### src/rtl/bin2bcd_ctrl.sv
// Sequential 8-bit binary to 3-digit BCD converter (double-dabble).
// One adjust_shift step per clock, 8 steps per conversion, valid/ready on both sides.
module adjust_shift (
  input  logic [19:0] din,
  output logic [19:0] dout
);
  logic [19:0] adj;

  always_comb begin
    adj = din;
    if (din[19:16] > 4'd4) adj[19:16] = din[19:16] + 4'd3;
    if (din[15:12] > 4'd4) adj[15:12] = din[15:12] + 4'd3;
    if (din[11:8]  > 4'd4) adj[11:8]  = din[11:8]  + 4'd3;
    dout = {adj[18:0], 1'b0};
  end
endmodule

module bin2bcd_ctrl (
  input  logic        clk,
  input  logic        rst,
  input  logic [7:0]  idata,
  input  logic        in_valid,
  output logic        in_ready,
  output logic [11:0] odata,
  output logic        out_valid,
  input  logic        out_ready,
  output logic        busy
);
  localparam logic [1:0] IDLE  = 2'd0;
  localparam logic [1:0] SHIFT = 2'd1;
  localparam logic [1:0] DONE  = 2'd2;

  logic [1:0]  state;
  logic [19:0] work;
  logic [19:0] work_next;
  logic [2:0]  cnt;

  adjust_shift u_step (
    .din  (work),
    .dout (work_next)
  );

  assign in_ready = (state == IDLE);
  assign busy     = (state != IDLE);

  always_ff @(posedge clk) begin
    if (rst) begin
      state     <= IDLE;
      work      <= 20'd0;
      cnt       <= 3'd0;
      odata     <= 12'h000;
      out_valid <= 1'b0;
    end else begin
      unique case (state)
        IDLE: begin
          if (in_valid) begin
            work  <= {12'd0, idata};
            cnt   <= 3'd0;
            state <= SHIFT;
          end
        end
        SHIFT: begin
          work <= work_next;
          cnt  <= cnt + 3'd1;
          // eighth step: the BCD field of the shifted value is the result
          if (cnt == 3'd7) begin
            odata     <= work_next[19:8];
            out_valid <= 1'b1;
            state     <= DONE;
          end
        end
        DONE: begin
          if (out_ready) begin
            out_valid <= 1'b0;
            state     <= IDLE;
          end
        end
        default: state <= IDLE;
      endcase
    end
  end
endmodule

### config.mk
export PLATFORM = sky130hd
export DESIGN_NAME = bin2bcd_ctrl
export DESIGN_NICKNAME = d
export VERILOG_FILES = /design/src/rtl/bin2bcd_ctrl.sv
export SDC_FILE = /design/constraint.sdc
export NUM_CORES = 1
export LEC_CHECK = 0
export BUFFER_PORTS_ARGS = -buffer_cell sky130_fd_sc_hd__buf_2
export CAP_MARGIN = 20
export CORE_AREA = 2 2 48 72
export CTS_CLUSTER_SIZE = 10
export DETAILED_ROUTE_END_ITERATION = 10
export DIE_AREA = 0 0 50 74
export PLACE_DENSITY = 0.81
export SLEW_MARGIN = 40
export SYNTH_ARGS = -nofsm -noshare
export SYNTH_HDL_FRONTEND = slang
export SYNTH_SLANG_ARGS = --single-unit
### constraint.sdc
create_clock -name clk -period 2.9 [get_ports clk]
set_input_delay 0.29 -clock clk [delete_from_list [all_inputs] [get_ports clk]]
set_output_delay 0.29 -clock clk [all_outputs]
set_load 0.01 [all_outputs]
* Word-level counts from Yosys, hierarchy flattened *
Cells that the tools add are included.

word-level totals
  input bits = 12
  output and inout port bits = 15
  bits in registers = 38

operators by class
  mux-type cells = 14
  order comparisons = 3
  equal/unequal tests = 6
  $add $sub $neg = 4
  reduce and logical (&&, ||, !) cells = 8

operator list
  operator               number
  $pmux W20 S2           1
  $mux W20               1
  $gt A4 B3 Y1 const B   3
  $add A4 B2 Y4 const B  2
  $mux W4                2
  $mux W2                3
  $mux W3                2
  $ne A2 B2 Y1 const B   3
  $pmux W2 S3            1
  $pmux W3 S2            1
  $reduce_and A3 Y1      2
  $reduce_bool A2 Y1     3
  $reduce_and A2 Y1      2
  $add A3 B1 Y3 const B  1
  $add A3 B2 Y3 const B  1
  $eq A3 B3 Y1 const B   1
  $eq A2 B1 Y1 const B   1
  $eq A2 B2 Y1 const B   1
  $logic_not A2 Y1       1
  $mux W1                2
  $pmux W1 S2            1

* Depth between registers and ports, before layout *
  word-level depth = 3
  depth in mapped cells = 6

* Hierarchy *
From an unflattened synthesis, not the netlist that was laid out.

second synthesis, totals
  cell total of the unflattened synthesis = 213
  area, all modules = 1,918.1 um2

by module, submodules not included
  module        cells each  times used  sequential area each (um2)  area an instance (um2)
  bin2bcd_ctrl  161         1           760.7                       1,552.7
  adjust_shift  52          1           0.0                         365.4

* Least setup slack after synthesis *
OpenSTA, ideal clock, no wires.

  path type = reg2reg
  start point = register work[8]
  end point = register odata[2]
  required time = 2.826 ns
  path slack = 1.529 ns
  stages on the path, launching flop included = 7
  buffers on the path = 0
  arrival = 1.296 ns
  clock period less this slack = 1.371 ns
  cells stage by stage = dfxtp_1 > inv_1 > ha_1 > inv_1 > a21oi_1 > mux2_2 > o21ai_0

between the ends
  longest elaborated chain between the ends = 2
  elaborated cells on any way between the ends = 3

ends and longest elaborated chain
  element                                        line  text
  start: declaration                             34    logic [19:0] work;
  start signal: assignment                       57    work <= {12'd0, idata};
  start signal: assignment                       63    work <= work_next;
  $add A4 B2 Y4 or $gt A4 B3 Y1 (tied branches)  13    if (din[11:8] > 4'd4) adj[11:8] = din[11:8] + 4'd3;
  $mux W4 *                                      13
  end signal: assignment                         67    odata <= work_next[19:8];
  end: declaration                               24    output logic [11:0] odata,

Mark *: on every way between the ends. The rest lies on a longest branch, timed or not.
A chain may end at the register's enable or synchronous reset.

* Worst setup path after layout *
  start point = register state[0]
  end point = register odata[5]

between the ends
  longest elaborated chain between the ends = 2

ends and longest elaborated chain
  element                      line  text
  start: declaration           33    logic [1:0] state;
  start signal: assignment     48    state <= IDLE;
  start signal: assignment     59    state <= SHIFT;
  start signal: assignment     69    state <= DONE;
  $eq A2 B1 Y1                 54    unique case (state)
  $reduce_and A2 Y1 (no line)  n/a

Every way passes these cells.

==> metrics.log <==
INFO  metric status = finished, final reports clean
INFO  metric drt_first_iter_violations = 63
INFO  metric fraction_of_final_layout_cells_sized_beyond_drive_strength_1 = between 20 and 25%
INFO  metric library_cell_contributing_the_largest_single_delay_on_the_critical_path = sky130_fd_sc_hd__dfxtp_1
INFO  metric met3_wirelength = between 150 and 200 um
INFO  metric wl_per_cell = 13.27 um
INFO  metric numPlacedInstances = around 260
INFO  metric critical_path.n_buffers_inverters = 0
INFO  metric synth.ff_latch_count = 38
INFO  metric asyncSetResetFlopFracSynth = 0%
INFO  metric final-setup-viol-count = 0
INFO  metric synth-edff-count = 0
INFO  metric cts_made_buffers = 5
INFO  metric antenna_violation_net_count_after_detailed_routing = 0
INFO  metric final_cell_mix = sky130_fd_sc_hd__nor2_1 (38), sky130_fd_sc_hd__dfxtp_1 (38), sky130_fd_sc_hd__buf_2 (26), sky130_fd_sc_hd__a21oi_1 (18), sky130_fd_sc_hd__o21ai_0 (12)
INFO  metric tritoncts = yes
INFO  metric critical_path.max_stage_delay = between 0.6 and 0.7 ns
INFO  metric postSynthNetCount = around 230
INFO  metric post-cts-setup-buffer-count = 0
INFO  metric dr_total_vias = ~1500
INFO  metric netlist_instances = 207
INFO  metric gr-total-overflow = 0
INFO  metric avgViaCountPerCell = about 5.4
INFO  metric required = ~3.1 ns
INFO  metric worst_pin_slew = approximately 0.56 ns
INFO  metric hold_start = out_ready
INFO  metric timing.critical_path.from = state[0]
INFO  metric final_cell_count_no_fill = 270
INFO  metric dp_hpwl = roughly 2500 um
INFO  metric root_cell_of_the_clock_tree = sky130_fd_sc_hd__clkbuf_8
INFO  metric number_of_gates_resized_after_cts = 0
INFO  metric critPathKind = reg -> reg
INFO  metric clk_path_buf_depth = 2
INFO  metric critical_path_peak_fanout = 21
INFO  metric cts.reportedPaths.clkPinSlew = around 0.080 ns
INFO  metric synth_seq_area_share = around 42%
INFO  metric synth.lib_cells_used.distinct = 29
INFO  metric post_cts_hold_buffer_count = 0
INFO  metric placement_rows = 25
INFO  metric worst_relative_slew_slack = a little over three fifths
INFO  metric fp.dieW = about 50 um
INFO  metric via_count_of_the_first_global_routing_pass = 1360
INFO  metric rsz0062_at_grt = no
INFO  metric clock_insertion_delay_worst_skew = approximately 0.29 ns
INFO  metric die_area = ~3700 um^2
INFO  metric worst_clock_skew = just over 0.01 ns
INFO  metric crit_family = simple AND/OR/NAND/NOR gates
INFO  metric grt_start_max_net_pins = 33
INFO  metric drc = 0
INFO  metric syn_area_per_cell = 8.674 um^2
INFO  metric power.leakage = roughly 0.00085 uW
INFO  metric ir_worst_vdd = between 400 and 500 uV
INFO  metric power_density = between 400 and 500 nW/um^2
INFO  metric syn-cell-area = 1795 um^2
INFO  metric track_usage = 21.36%
INFO  metric drtPass1Iterations = 4
INFO  metric met2RoutedLength = 1932 um
INFO  metric final_max_slew_viol_count = 0
INFO  metric antenna_cells = 0
INFO  metric htree_num_levels = 2
INFO  metric initial_core_util = 57.98%
INFO  metric antenna_found_initial = 0
INFO  metric critical_path.endpoint_type = flip-flop
INFO  metric top_layer_used = met4
INFO  metric timing.critical_path.from_type = flip-flop
INFO  metric crit_chain = nor2b_2, and2_1, nand2b_2, o21ai_0
INFO  metric core_region_area = roughly 3100 um^2
INFO  metric wirelength = 3583 um
INFO  metric total_of_buffers_placed_on_input_and_output_ports = 26
INFO  metric r2r-start = state[0]
INFO  metric ys_warn_count = 0
INFO  metric fmax = 0.4980 GHz
INFO  metric yosys_most_used_dff = sky130_fd_sc_hd__dfxtp_1
INFO  metric wl_met1 = approximately 1500 um
INFO  metric area.growth.synth_to_final = 11.71%
INFO  metric maxCapViolCount = 0
INFO  metric fillCellCount = between 200 and 300
INFO  metric grt_first_pass_wirelength = 6065 um
INFO  metric final_critical_path_required_period = between 2 and 2.5 ns
INFO  metric ios = 27
INFO  metric fp.dieH = ~74 um
INFO  metric worst_hold_class = in -> reg
INFO  metric timing.final.hold_violations = 0
INFO  metric finalWeightedCongestion = between 0.7 and 0.8
INFO  metric num-nets-final = 249
INFO  metric fin_setup_tns = 0 ns
INFO  metric cts_sinks = 38
INFO  metric worst_ep_arrival_time = 2.22 ns
INFO  metric final_min_period_over_clock_period = between 60% and 70%
==> logic make-up (layout without fill, tap and decap cells) <==
| group | after synthesis | count (layout) | share of synthesized area (%) |
|---|---|---|---|
| flops | 38 | 38 | 42.37 |
| compound gates | 48 | 48 | 17.56 |
| buf+inv | 21 | 44 | 5.714 |
| xor+xnor | 3 | 3 | 1.464 |
| mux | 6 | 6 | 3.693 |
| simple gates | 83 | 83 | 23.62 |
| fa+ha+maj | 8 | 8 | 5.575 |
==> worst paths after layout <==
| kind | endpoint | slack [ns] | cells past startpoint |
|---|---|---|---|
| worst max-delay path | odata[5] | 0.89 | 4 |
| worst min-delay path | out_valid | 0.28 | 4 |
| worst max register to register | odata[5] | 0.89 | 4 |
| worst min register to register | out_valid | 0.47 | 2 |
==> layer usage <==
| layer | vias to the layer above | GRT usage (%) |
|---|---|---|
| met5 | - | 0 |
| met4 | 0 | 8.333 |
| met3 | 2 | 4.217 |
| met2 | 41 | 38.89 |
| met1 | 681 | 24.32 |
| li1 | 746 | - |
==> cell usage after synthesis (4+ instances only) <==
cell	number	area share (%)
sky130_fd_sc_hd__dfxtp_1	38	42
sky130_fd_sc_hd__nor2_1	38	7.9
sky130_fd_sc_hd__a21oi_1	18	5.0
sky130_fd_sc_hd__o21ai_0	12	3.3
sky130_fd_sc_hd__nor2b_1	11	3.8
sky130_fd_sc_hd__inv_1	10	2.1
sky130_fd_sc_hd__nor3_1	9	2.5
sky130_fd_sc_hd__ha_1	8	5.6
sky130_fd_sc_hd__nand3b_1	7	2.9
sky130_fd_sc_hd__o2bb2ai_1	6	2.9
sky130_fd_sc_hd__a22oi_1	5	2.1
sky130_fd_sc_hd__mux2_2	5	3.1
sky130_fd_sc_hd__nand2_1	5	1.0
sky130_fd_sc_hd__buf_2	4	1.1
sky130_fd_sc_hd__clkbuf_1	4	0.84
sky130_fd_sc_hd__or3b_2	4	2.0
==> where the power goes <==
part,total [uW],switching (uW),internal (uW)
Sequential,545,11.2,534
Combinational,71.6,40.7,30.9
Clock,377,186,191
Total,994,238,756
==> stage by stage <==
stage	total power (uW)	utilization [%]	instance area [um^2]	setup WS (ns)	hold WS [ns]
finish	994.3	64.77	2006	0.8919	0.2765
global route	1035	64.77	2006	0.6765	0.3086
CTS	1002	64.77	2006	0.8967	0.2770
detailed placement	629.8	61.70	1911	0.9164	0.4559
global placement	628.1	61.70	1911	0.9834	0.4449
floorplan	613.7	-	1795	1.529	0.4323
==> state kept, by name, summed over array words and instances (netlist names) <==
register and flops:
odata 12, cnt 3, work 20, out_valid 1
state 2
==> area by class of cell <==
type	instances	area [um^2]	area share (%)
flip-flops and latches	38	760.7	37.93
clock buffers	6	82.58	4.117
well taps	40	50.05	2.495
repair buffers	26	130.1	6.488
clock inverters	2	12.51	0.6238
multi-input cells	148	932.1	46.48
inverters	10	37.54	1.871
==> worst min-delay path: cells and delay by family <==
kind | cells | cell delay, ns
compound gates | 1 | 0.05
buf+inv | 1 | 0.08
simple gates | 2 | 0.09
No activity file was read; power rests on OpenSTA's default activity.
